$ cat src/rtl/pic_priority_core.sv
// pic_priority_core: interrupt core of the PIC.
//   Holds the IRR/ISR/IMR register set, resolves priority in fully-nested or rotating
//   order, and sequences the two-pulse INTA handshake that returns the vector byte.
// Ports:
//   clk_i, rst_i          clock, synchronous active-high reset
//   ir_i                  request lines (already synchronised)
//   level_i               1 = level-triggered, 0 = rising-edge-triggered
//   aeoi_i, rot_aeoi_i    automatic EOI on second INTA, optional rotate on it
//   imr_we_i, imr_in_i    mask register write
//   eoi_ns_i, eoi_sp_i    non-specific / specific EOI strobes
//   eoi_rot_i, eoi_lvl_i  EOI rotate qualifier and specific level
//   base_vec_i            upper vector bits
//   inta_pulse_i          one-cycle strobe per INTA falling edge
//   int_o                 registered interrupt request
//   vector_o, vec_valid_o vector and its one-cycle valid strobe
//   irr_o, isr_o, imr_o   register readback
//   inta_phase_o          0 = idle, 1 = waiting for second INTA pulse
module pic_priority_core #(
  parameter int unsigned NUM_IR = 8,
  parameter int unsigned IDX_W  = $clog2(NUM_IR),
  parameter int unsigned VEC_W  = 8
) (
  input  logic                   clk_i,
  input  logic                   rst_i,
  input  logic [NUM_IR-1:0]      ir_i,
  input  logic                   level_i,
  input  logic                   aeoi_i,
  input  logic                   rot_aeoi_i,
  input  logic                   imr_we_i,
  input  logic [NUM_IR-1:0]      imr_in_i,
  input  logic                   eoi_ns_i,
  input  logic                   eoi_sp_i,
  input  logic                   eoi_rot_i,
  input  logic [IDX_W-1:0]       eoi_lvl_i,
  input  logic [VEC_W-IDX_W-1:0] base_vec_i,
  input  logic                   inta_pulse_i,
  output logic                   int_o,
  output logic [VEC_W-1:0]       vector_o,
  output logic                   vec_valid_o,
  output logic [NUM_IR-1:0]      irr_o,
  output logic [NUM_IR-1:0]      isr_o,
  output logic [NUM_IR-1:0]      imr_o,
  output logic [1:0]             inta_phase_o
);

  typedef enum logic [0:0] {StIdle, StAck1} phase_e;

  phase_e             phase_q, phase_d;
  logic [NUM_IR-1:0]  irr_q, irr_d, isr_q, isr_d, imr_q, imr_d, ir_prev_q;
  logic [IDX_W-1:0]   lp_q, lp_d, sel_q, sel_d;
  logic               spur_q, spur_d, int_q, int_d, vec_valid_q, vec_valid_d;
  logic [VEC_W-1:0]   vector_q, vector_d;

  // Returns {found, index} of the highest-priority set bit; priority runs lp+1, lp+2, ...
  function automatic logic [IDX_W:0] find_top(input logic [NUM_IR-1:0] v,
                                              input logic [IDX_W-1:0]  lp);
    logic [IDX_W:0]   res;
    logic [IDX_W-1:0] lvl;
    res = '0;
    // Scan from lowest to highest priority so the last hit is the winner.
    for (int k = NUM_IR - 1; k >= 0; k--) begin
      lvl = lp + IDX_W'(k + 1);
      if (v[lvl]) res = {1'b1, lvl};
    end
    return res;
  endfunction

  logic [IDX_W:0]    cand_top, isr_top;
  logic              cand_vld, isr_vld;
  logic [IDX_W-1:0]  cand_idx, isr_idx, cand_rank, isr_rank;
  logic [NUM_IR-1:0] ack_clr, isr_set, eoi_clr;

  always_comb begin
    cand_top  = find_top(irr_q & ~imr_q, lp_q);
    isr_top   = find_top(isr_q, lp_q);
    cand_vld  = cand_top[IDX_W];
    cand_idx  = cand_top[IDX_W-1:0];
    isr_vld   = isr_top[IDX_W];
    isr_idx   = isr_top[IDX_W-1:0];
    // Rank 0 is the highest priority level.
    cand_rank = cand_idx - lp_q - 1'b1;
    isr_rank  = isr_idx - lp_q - 1'b1;
  end

  always_comb begin
    phase_d     = phase_q;
    lp_d        = lp_q;
    sel_d       = sel_q;
    spur_d      = spur_q;
    vector_d    = vector_q;
    vec_valid_d = 1'b0;
    ack_clr     = '0;
    isr_set     = '0;
    eoi_clr     = '0;

    // EOI with an empty ISR has no effect at all, including rotation.
    if (isr_q != '0) begin
      if (eoi_sp_i) begin
        eoi_clr[eoi_lvl_i] = 1'b1;
        if (eoi_rot_i) lp_d = eoi_lvl_i;
      end else if (eoi_ns_i) begin
        eoi_clr[isr_idx] = 1'b1;
        if (eoi_rot_i) lp_d = isr_idx;
      end
    end

    unique case (phase_q)
      StIdle: begin
        if (inta_pulse_i) begin
          phase_d = StAck1;
          if (cand_vld) begin
            sel_d            = cand_idx;
            spur_d           = 1'b0;
            isr_set[cand_idx] = 1'b1;
            ack_clr[cand_idx] = 1'b1;
          end else begin
            sel_d  = IDX_W'(NUM_IR - 1);
            spur_d = 1'b1;
          end
        end
      end
      StAck1: begin
        if (inta_pulse_i) begin
          phase_d     = StIdle;
          vector_d    = {base_vec_i, sel_q};
          vec_valid_d = 1'b1;
          if (aeoi_i && !spur_q) begin
            eoi_clr[sel_q] = 1'b1;
            if (rot_aeoi_i) lp_d = sel_q;
          end
        end
      end
      default: phase_d = StIdle;
    endcase

    // EOI clears first, then the newly acknowledged level is set.
    isr_d = (isr_q & ~eoi_clr) | isr_set;
    // New requests win over the acknowledge clear.
    irr_d = level_i ? ir_i : ((irr_q & ~ack_clr) | (ir_i & ~ir_prev_q));
    imr_d = imr_we_i ? imr_in_i : imr_q;
    // Forced low on the first INTA so INT drops on the very next cycle.
    int_d = cand_vld && (!isr_vld || (cand_rank < isr_rank)) &&
            !((phase_q == StIdle) && inta_pulse_i);
  end

  always_ff @(posedge clk_i) begin
    if (rst_i) begin
      phase_q     <= StIdle;
      irr_q       <= '0;
      isr_q       <= '0;
      imr_q       <= '0;
      ir_prev_q   <= '0;
      lp_q        <= IDX_W'(NUM_IR - 1);
      sel_q       <= '0;
      spur_q      <= 1'b0;
      int_q       <= 1'b0;
      vector_q    <= '0;
      vec_valid_q <= 1'b0;
    end else begin
      phase_q     <= phase_d;
      irr_q       <= irr_d;
      isr_q       <= isr_d;
      imr_q       <= imr_d;
      ir_prev_q   <= ir_i;
      lp_q        <= lp_d;
      sel_q       <= sel_d;
      spur_q      <= spur_d;
      int_q       <= int_d;
      vector_q    <= vector_d;
      vec_valid_q <= vec_valid_d;
    end
  end

  assign int_o        = int_q;
  assign vector_o     = vector_q;
  assign vec_valid_o  = vec_valid_q;
  assign irr_o        = irr_q;
  assign isr_o        = isr_q;
  assign imr_o        = imr_q;
  assign inta_phase_o = {1'b0, phase_q};

endmodule

$ cat config.mk
export PLATFORM = sky130hd
export DESIGN_NAME = pic_priority_core
export DESIGN_NICKNAME = d
export VERILOG_FILES = /design/src/rtl/pic_priority_core.sv
export SDC_FILE = /design/constraint.sdc
export NUM_CORES = 1
export LEC_CHECK = 0
export ABC_AREA = 0
export CAP_MARGIN = 20
export CORE_ASPECT_RATIO = 1.2
export CORE_MARGIN = 5
export CORE_UTILIZATION = 25
export CTS_BUF_LIST = sky130_fd_sc_hd__clkbuf_8
export CTS_CLUSTER_DIAMETER = 150
export DETAILED_ROUTE_END_ITERATION = 10
export GPL_ROUTABILITY_DRIVEN = 1
export PLACE_DENSITY_LB_ADDON = 0.1
export SLEW_MARGIN = 20
export SYNTH_ARGS = -nofsm -noshare
export SYNTH_HDL_FRONTEND = slang
export SYNTH_SLANG_ARGS = --single-unit
export TNS_END_PERCENT = 100
$ cat constraint.sdc
create_clock -name clk_i -period 4.55 [get_ports clk_i]
set_input_delay 0.455 -clock clk_i [delete_from_list [all_inputs] [get_ports clk_i]]
set_output_delay 0.455 -clock clk_i [all_outputs]
set_load 0.03 [all_outputs]
Word level (Yosys, flattened, before mapping)
Cells that the tools add are included.
Operators by class
  bitwise gates (word level): 12
  reduce and logical (&&, ||, !) cells: 16
  add/subtract/negate cells: 11
  multiplexer cells: 80
  magnitude comparators: 17
Operators with widths (count)
  $mux W8: 10
  $mux W4: 16
  $bmux W1 S3: 16
  $lt A3 B4 Y1 const B: 12
  $and A8 B8 Y8: 4
  $not A8 Y8: 4
  $mux W3: 10
  $or A8 B8 Y8: 3
  $mux W1: 23
  $add A3 B3 Y3 const B: 4
  $demux W1 S3: 4
  $ge A3 B1 Y1 const B: 4
  $logic_and A1 B1 Y1: 8
  $reduce_bool A8 Y1: 1
  $add A3 B2 Y3 const B: 2
  $sub A3 B1 Y3 const B: 2
  $sub A3 B3 Y3: 2
  $reduce_and A2 Y1: 2
  $add A3 B1 Y3 const B: 1
  $logic_not A1 Y1: 3
  $lt A3 B3 Y1: 1
  $pmux W1 S2: 1
  $reduce_or A2 Y1: 1
  $logic_or A1 B1 Y1: 1
  $not A1 Y1: 1
Storage, ports and cells
  output and inout port bits: 36
  register bits after elaboration: 50
  logic and storage cells: 147
  bits of input ports: 34

Longest topological paths before layout
Gate-level depths: netlist of run 1.
  depth in word-level cells: 24
  mapped depth: 20

Least setup slack after synthesis of run 1
No wires, ideal clock.
  path type: reg-to-reg
  start point: reg lp_q[1]
  end point: reg int_q (netlist: int_o)
  buffers on the path: 5
  setup slack: -0.269 ns
  cell stages (with the launch flop): 21
  arrival: 4.704 ns
  clock period less this slack: 4.819 ns
  required time: 4.435 ns
  cell sequence: dfxtp_1 -> buf_2 -> buf_2 -> inv_1 -> clkbuf_1 -> ha_1 -> buf_2 -> xor2_1 -> buf_4 -> mux4_2 -> a2111oi_0 -> o31ai_1 -> nand3_2 -> inv_2 -> ha_1 -> fa_1 -> xnor2_1 -> xnor2_1 -> ha_1 -> a21o_1 -> a2111oi_0
Between the ends
  cells in the longest elaborated chain, start to end: 16
Ends and longest elaborated chain
  start: declaration: RTL line 50  | logic [IDX_W-1:0] lp_q, lp_d, sel_q, sel_d;
  start signal: assignment: RTL line 153  | lp_q <= IDX_W'(NUM_IR - 1);
  start signal: assignment: RTL line 165  | lp_q <= lp_d;
  $add A3 B3 Y3 / $bmux W1 S3 (equally long branches): RTL line 62, 63
  $bmux W1 S3 / $mux W1 (equally long branches): RTL line 63  | if (v[lvl]) res = {1'b1, lvl};
  $mux W1 (not written as such) / $mux W4 (equally long branches): RTL line 63
  $mux W4 (7 in series): RTL line 63
  $sub A3 B3 Y3 (on tied branches): RTL line 81, 82
  $sub A3 B1 Y3 (on tied branches): RTL line 81, 82
  $lt A3 B3 Y1: RTL line 142  | int_d = cand_vld && (!isr_vld || (cand_rank < isr_rank)) &&
  $logic_or A1 B1 Y1: RTL line 142
  $logic_and A1 B1 Y1 (*) (2 in series): RTL line 142
  end signal: assignment: RTL line 168  | int_q <= int_d;
  end: declaration: RTL line 51  | logic spur_q, spur_d, int_q, int_d, vec_valid_q, vec_valid_d;
Every way passes the cells marked *; elsewhere a longest branch is shown, timed or not. The select of a mux whose other input is x is not followed.
A chain may end at the register's enable or synchronous reset.

Worst setup path after layout of run 1
  start point: reg lp_q[0]
  end point: reg int_q (netlist: int_o)
Same word-level chain as after synthesis.

==> flow_summary.ini, run 1 <==
[status]
result_of_the_run = completed

[worst_hold_path]
hold_end = vector_o[4]
worst_hold_path.num_cells = 2
type_of_the_most_critical_hold_path = register to register
min-delay-start = vector_o[4]

[power_and_ir_drop]
power.switching_fraction = 0.485
clock_power_share = 0.100
powerDensity_nw_per_um2 = 616
ir_drop_worst_vdd_v = 0.000247
total_switching_power_w = 0.00162
intPower_w = 0.00172
share_of_total_power_in_combinational_logic = 0.703
power_leakage_nw = 2.01
pwr-share-seq = 0.196

[logic_synthesis]
synthesis.instances = 475
synth_edf_count = 0
ys_dominant_reg_cell = dfxtp_1
postSynth.asyncResetShare = 0
synth_nets = 519
netlist-cell-type-count = 74
post_synth_instance_area_um2 = 4370
synth_largest_type_area_fraction = 0.229
synthesis.area_per_instance_um2 = 9.20
synth.area.top_cells = dfxtp_1 (23%), mux4_2 (15%), mux2i_1 (7.6%)
ys_warns = 0
synth_top_cell_by_area = dfxtp_1
synth_seq_area_share = 0.229
ys_seq_elements = 50

[cells_and_area]
post_route_cells_drive_above_1_share = 0.140
final-instance-count-excl-fill = 755
antenna_cells_inserted = 0
layout-area-overhead-vs-synth_pct = 24.2
fin_util = 0.313
layout.filler_cells = 1859
ff_latch_area_um2 = 1000
multi_input_area_um2 = 3120
layout.nets = 578

[routing]
final_antenna_net_count = 0
post-route-drc-count = 0
drt_first_pass_iters = 5
dr.first_iter.drc_count = 188
detail_route.wl_per_cell_um = 18.9
route.final.wire_length_um = 14300
via_count = 4060
vias_per_cell = 5.38

[global_route]
grt_first_pass_wirelength_um = 22500
globalRoute.totalOverflow = 0
antenna_found_initial = 0
grt_util_all_layers = 0.140
grt_pass1_vias = 4023
pin_count_of_the_biggest_net_entering_global_routing = 37

[sta]
final-setup-viol-count = 0
hold_viol = 0
timing.fmax_ghz = 0.236
max-slew-margin-rel = 0.511
final.setup.tns_ns = 0
holdWs_ns = 0.505
grt_setup_unrepaired = false
setup_ws_ns = 0.305
fin_worst_skew_ns = 0.00467
worstMarginPinSlew_ns = 0.732
period_share = 0.933
period_minus_slack_ns = 4.25
report.final.slew_viol_count = 0

[die]
initial_utilization = 0.252
design.portCount = 70
rows = 53
core-area_um2 = 17400
die_w_um = 131
die_height_um = 155
die-area_um2 = 20200

[flow_run]
max_cap_viol_count = 0

[worst_setup_path]
timing.critical_path.slowest_stage_cell = mux4_2
critical_path_arrival_ns = 4.45
worst_setup_path_end_kind = register
cp-start-kind = register
reg2reg_depth = 15
critical-path-max-stage-delay_ns = 0.53
rr_startpoint = lp_q[0]
timing.critical_path.required_ns = 4.75
timing_worst_setup_path_type = register to register
critical_path.n_buffers_inverters = 3
critPathTopFamily = compound AO/OA/AOI/OAI gates
crit_fanout = 20
worstPathCellList = inv_2 -> buf_4 -> mux2_2 -> mux4_2 -> a2111oi_1 -> o31ai_1 -> nand3_2 -> inv_2 -> ha_1 -> fa_1 -> xnor2_1 -> xnor2_1 -> ha_1 -> a21o_1 -> a2111oi_0
r2r_setup_slack_ns = 0.30
reg2reg_to = int_o

[clock_network]
cts_tree = done
cts.htree.levels = 2
ctsLongestPathBuffers = 2
cts_inserted_buffers = 5
numClockSinks = 50
path_clk_slew_ns = 0.10
worst_skew_pair.late_latency_ns = 0.32
clockRootBuffer = clkbuf_8
holdBufCountCts = 0

[place]
hpwlAfterDp_um = 10900
port-buffer-count = 68
place_ws_ns = 0.176
placed_instances = 747
globalplace.congestion = 0.843
## kinds of logic after synthesis
logic type / after synthesis / share of synthesized area
buffers and inverters: 56 / 0.0587
xor gates and xnor gates: 9 / 0.0223
AOI/OAI and AO/OA: 115 / 0.188
DFF: 50 / 0.229
and+or+nand+nor: 160 / 0.193
muxes: 74 / 0.276
adders and majority gates: 10 / 0.0321
other: 1 / 0.000858
## layer usage
| metal | up-vias | global-route usage | share of wire |
|---|---|---|---|
| met5 | - | 0 | 0 |
| met4 | 0 | 0.0318 | 0.015 |
| met3 | 15 | 0.0216 | 0.037 |
| met2 | 112 | 0.243 | 0.51 |
| met1 | 2016 | 0.182 | 0.44 |
| li1 | 1917 | - | - |
## sequential cells by signal, indices dropped and copies added, names as in the netlist
signal,count
lp_q,3
imr_o,8
ir_prev_q,8
vector_o,8
sel_q,3
spur_q,1
phase_q,1
vec_valid_o,1
isr_o,8
int_o,1
irr_o,8
## worst reg2reg max path, stage by stage (launching register included)
cell and delay [ns]:
dfxtp_2 0.38, inv_2 0.07, buf_4 0.30, mux2_2 0.44, mux4_2 0.53, a2111oi_1 0.41
o31ai_1 0.17, nand3_2 0.12, inv_2 0.06, ha_1 0.18, fa_1 0.38, xnor2_1 0.19
xnor2_1 0.14, ha_1 0.24, a21o_1 0.15, a2111oi_0 0.37
## synthesized netlist by cell type, types with 3 or more instances
cell type / instances
dfxtp_1: 50
nor2_1: 45
mux2i_1: 33
mux4_2: 29
nand2_1: 24
o21ai_0: 22
nor2b_1: 21
inv_1: 19
a21oi_1: 17
clkbuf_1: 15
nand3_1: 13
a31oi_1: 10
nand3b_1: 10
nand2b_1: 9
nor3_1: 9
a32o_1: 8
ha_1: 8
a21boi_0: 7
buf_2: 7
buf_4: 6
o211ai_1: 6
xnor2_1: 6
and2_1: 5
mux2_2: 5
mux4_1: 5
nand4_1: 5
a21o_1: 4
or3b_1: 4
a211oi_1: 3
a22oi_1: 3
and3_1: 3
and4_1: 3
buf_1: 3
o22ai_1: 3
## placed cells by master (no fill, tap or decap), drive strengths merged, types with 8 or more instances in the layout
cell type      instances
nand3b                10
a21oi                 18
inv                   22
clkdlybuf4s50         68
nand3                 14
mux2i                 35
o211ai                 8
ha                     8
nand2                 24
a32o                   8
nand2b                 9
nor3                   9
mux4                  34
nor2b                 21
a31oi                 10
nor2                  45
dfxtp                 50
buf                   17
o21ai                 24
## power by group through the flow
stage	registers [W]	logic (W)	clock network [W]
6_report	0.000657	0.00235	0.000336
5_1_grt	0.000675	0.00257	0.000367
4_1_cts	0.000659	0.00235	0.000349
3_5_place_dp	0.000670	0.00235	0
3_3_place_gp	0.000670	0.00236	0
2_1_floorplan	0.000669	0.00164	0
## area by class of cell
type                            count  area share
Clock buffer                        5      0.0127
Clock inverter                      3     0.00875
Inverter                           23      0.0166
Multi-Input combinational cell    369       0.575
Sequential cell                    50       0.185
Tap cell                          220      0.0507
Timing Repair Buffer               85       0.152
## metrics by stage
stage | power [W] | instance area (um2)
after floorplan | 0.00230 | 4390
after global placement | 0.00303 | 5310
after detailed placement | 0.00302 | 5310
after CTS | 0.00336 | 5420
after global routing | 0.00362 | 5430
final | 0.00335 | 5430
## worst max path at each step
stage / cells after the start / end / slack (ns) / from
2_1_floorplan: 20 / int_o / 0.007 / lp_q[1]
3_3_place_gp: 16 / int_o / 0.38 / lp_q[0]
3_5_place_dp: 16 / int_o / 0.18 / lp_q[0]
4_1_cts: 16 / int_o / 0.12 / lp_q[0]
5_1_grt: 16 / int_o / 0.07 / lp_q[0]
6_report: 15 / int_o / 0.30 / lp_q[0]
## repair_timing
action / in CTS / in global routing
gates resized for setup: 0 / 4
endpoints found under the setup margin: 0 / 1
endpoints found under the hold margin: 0 / 0
buffers inserted: 0 / 0
Note: power is estimated with default switching activity, not from simulation.
==> run 2: changes to the inputs <==
Settings changed: SETUP_SLACK_MARGIN from default to 0.5.
==> run 2 against run 1 <==
Compared with the run above:
- combinational power is 9.8% higher
- sequential cell count is the same
- clock-buffer cell count is 1 higher
- global-route usage increased by 0.50 points
- critical path depth is 1 higher
- utilization rose by 1.3 points
- fmax increased by 9.0%
- critical endpoint unchanged
- largest power group unchanged
- highest routed layer unchanged
==> flow_summary.ini, run 2 (synthesis results as in run 1) <==
[clock_network]
cts.htree.levels = 2
path_clk_slew_ns = 0.09
worst_skew_pair.late_latency_ns = 0.31
cts_tree = done
ctsLongestPathBuffers = 2
cts_inserted_buffers = 5
clockRootBuffer = clkbuf_8
numClockSinks = 50

[worst_setup_path]
crit_fanout = 7
timing.critical_path.slowest_stage_cell = mux4_2
timing_worst_setup_path_type = register to register
worst_setup_path_end_kind = register
timing.critical_path.required_ns = 4.75
critical_path_arrival_ns = 4.10
rr_startpoint = lp_q[0]
cp-start-kind = register
crit_top_cell = xnor2_1
worstPathCellList = inv_2 -> ha_4 -> buf_12 -> mux4_2 -> mux2_4 -> a21oi_4 -> nand2_1 -> a21oi_2 -> a211oi_4 -> ha_2 -> fa_1 -> xnor2_1 -> xnor2_1 -> ha_1 -> a21o_1 -> a2111oi_1
critical-path-max-stage-delay_ns = 0.53
critical_path.startpoint = lp_q[0]
reg2reg_depth = 16

[sta]
fin_worst_skew_ns = 0.00653
period_share = 0.856
grt_setup_unrepaired = false
timing.fmax_ghz = 0.257
final.setup.tns_ns = 0
holdWs_ns = 0.505
worstMarginPinSlew_ns = 0.586
hold_viol = 0
report.final.slew_viol_count = 0
max-slew-margin-rel = 0.606
period_minus_slack_ns = 3.90
final-setup-viol-count = 0

[die]
die_w_um = 131
initial_utilization = 0.252
rows = 53
design.portCount = 70
die-area_um2 = 20200
die_height_um = 155
core-area_um2 = 17400

[global_route]
global_route.usage.met3 = 0.0203
grt_util_all_layers = 0.145
gr-usage-met1 = 0.189
antenna_found_initial = 0
pin_count_of_the_biggest_net_entering_global_routing = 37
gr-usage-met2 = 0.253
grt_most_used_layer = met2
grt_first_pass_wirelength_um = 23300
grt_pass1_vias = 4143
globalRoute.totalOverflow = 0

[routing]
route.final.wire_length_um = 14800
drt_first_pass_iters = 4
detail_route.wl_per_cell_um = 19.2
post-route-drc-count = 0
via_count = 4132
final_antenna_net_count = 0
dr.first_iter.drc_count = 260
vias_per_cell = 5.37

[cells_and_area]
layout_common_cells = clkdlybuf4s50_1 (68), dfxtp_1 (47), nor2_1 (45)
post_route_cells_drive_above_1_share = 0.195
layout-area-overhead-vs-synth_pct = 29.6
antenna_cells_inserted = 0
final_common_cell = clkdlybuf4s50_1
layout.nets = 593

[power_and_ir_drop]
powerDensity_nw_per_um2 = 633
power_leakage_nw = 2.11
power_w = 0.00359
ir_drop_worst_vdd_v = 0.000262

[worst_hold_path]
worst_hold_path.num_cells = 2
min-delay-start = vector_o[7]
type_of_the_most_critical_hold_path = register to register

[status]
result_of_the_run = completed

[place]
globalplace.congestion = 0.872
hpwlAfterDp_um = 11200
port-buffer-count = 68

[flow_run]
max_cap_viol_count = 0
run 2: power by group:
| part | total (W) | internal, W | switching (W) |
|---|---|---|---|
| combinational | 0.00258 | 0.00119 | 0.00139 |
| clock | 0.000341 | 0.000181 | 0.000160 |
| sequential | 0.000667 | 0.000509 | 0.000158 |
| total | 0.00359 | 0.00188 | 0.00171 |
run 2: worst paths after layout:
kind | end | slack, ns
worst min-delay path | vector_o[7] | 0.51
worst max-delay path | int_o | 0.65
worst max register to register | int_o | 0.65
worst min register to register | vector_o[7] | 0.51
run 2: metrics by stage:
stage	cell area [um2]	utilization	cells	setup WS, ns
after floorplan	4490	-	475	0.432
after global placement	5370	0.309	750	0.549
after detailed placement	5370	0.309	750	0.499
after CTS	5520	0.318	761	0.501
after global routing	5670	0.326	770	0.488
final	5670	0.326	770	0.655
run 2: layout make-up:
class                   count  area [um2]
inverters                  23        92.6
well taps                 220         275
clock inverters             2        38.8
flip-flops and latches     50        1010
clock buffers               6        82.6
fillers                  1857       11700
repair buffers            100         948
multi-input cells         369        3220
run 2: metal layers:
| metal | share of wire | vias to the layer above |
|---|---|---|
| li1 | - | 1945 |
| met1 | 0.43 | 2070 |
| met2 | 0.52 | 106 |
| met3 | 0.036 | 11 |
| met4 | 0.010 | 0 |
| met5 | 0 | - |
run 2: repair_timing:
action | CTS | global route
endpoints found under the hold margin | 0 | 0
hold buffers | 0 | 0
setup endpoints to repair | 1 | 1
gates resized for setup | 2 | 19
buffers inserted | 3 | 9
pin swaps | 1 | 7
run 2: worst max-delay path: cells and delay by family (launching register included):
kind / cells / cell delay [ns]
AO/OA/AOI/OAI: 5 / 0.85
XOR/XNOR: 2 / 0.35
adder cells (fa/ha/maj): 4 / 1.10
buffers and inverters: 2 / 0.18
flip-flops: 1 / 0.38
multiplexers: 2 / 0.84
AND/OR/NAND/NOR: 1 / 0.08
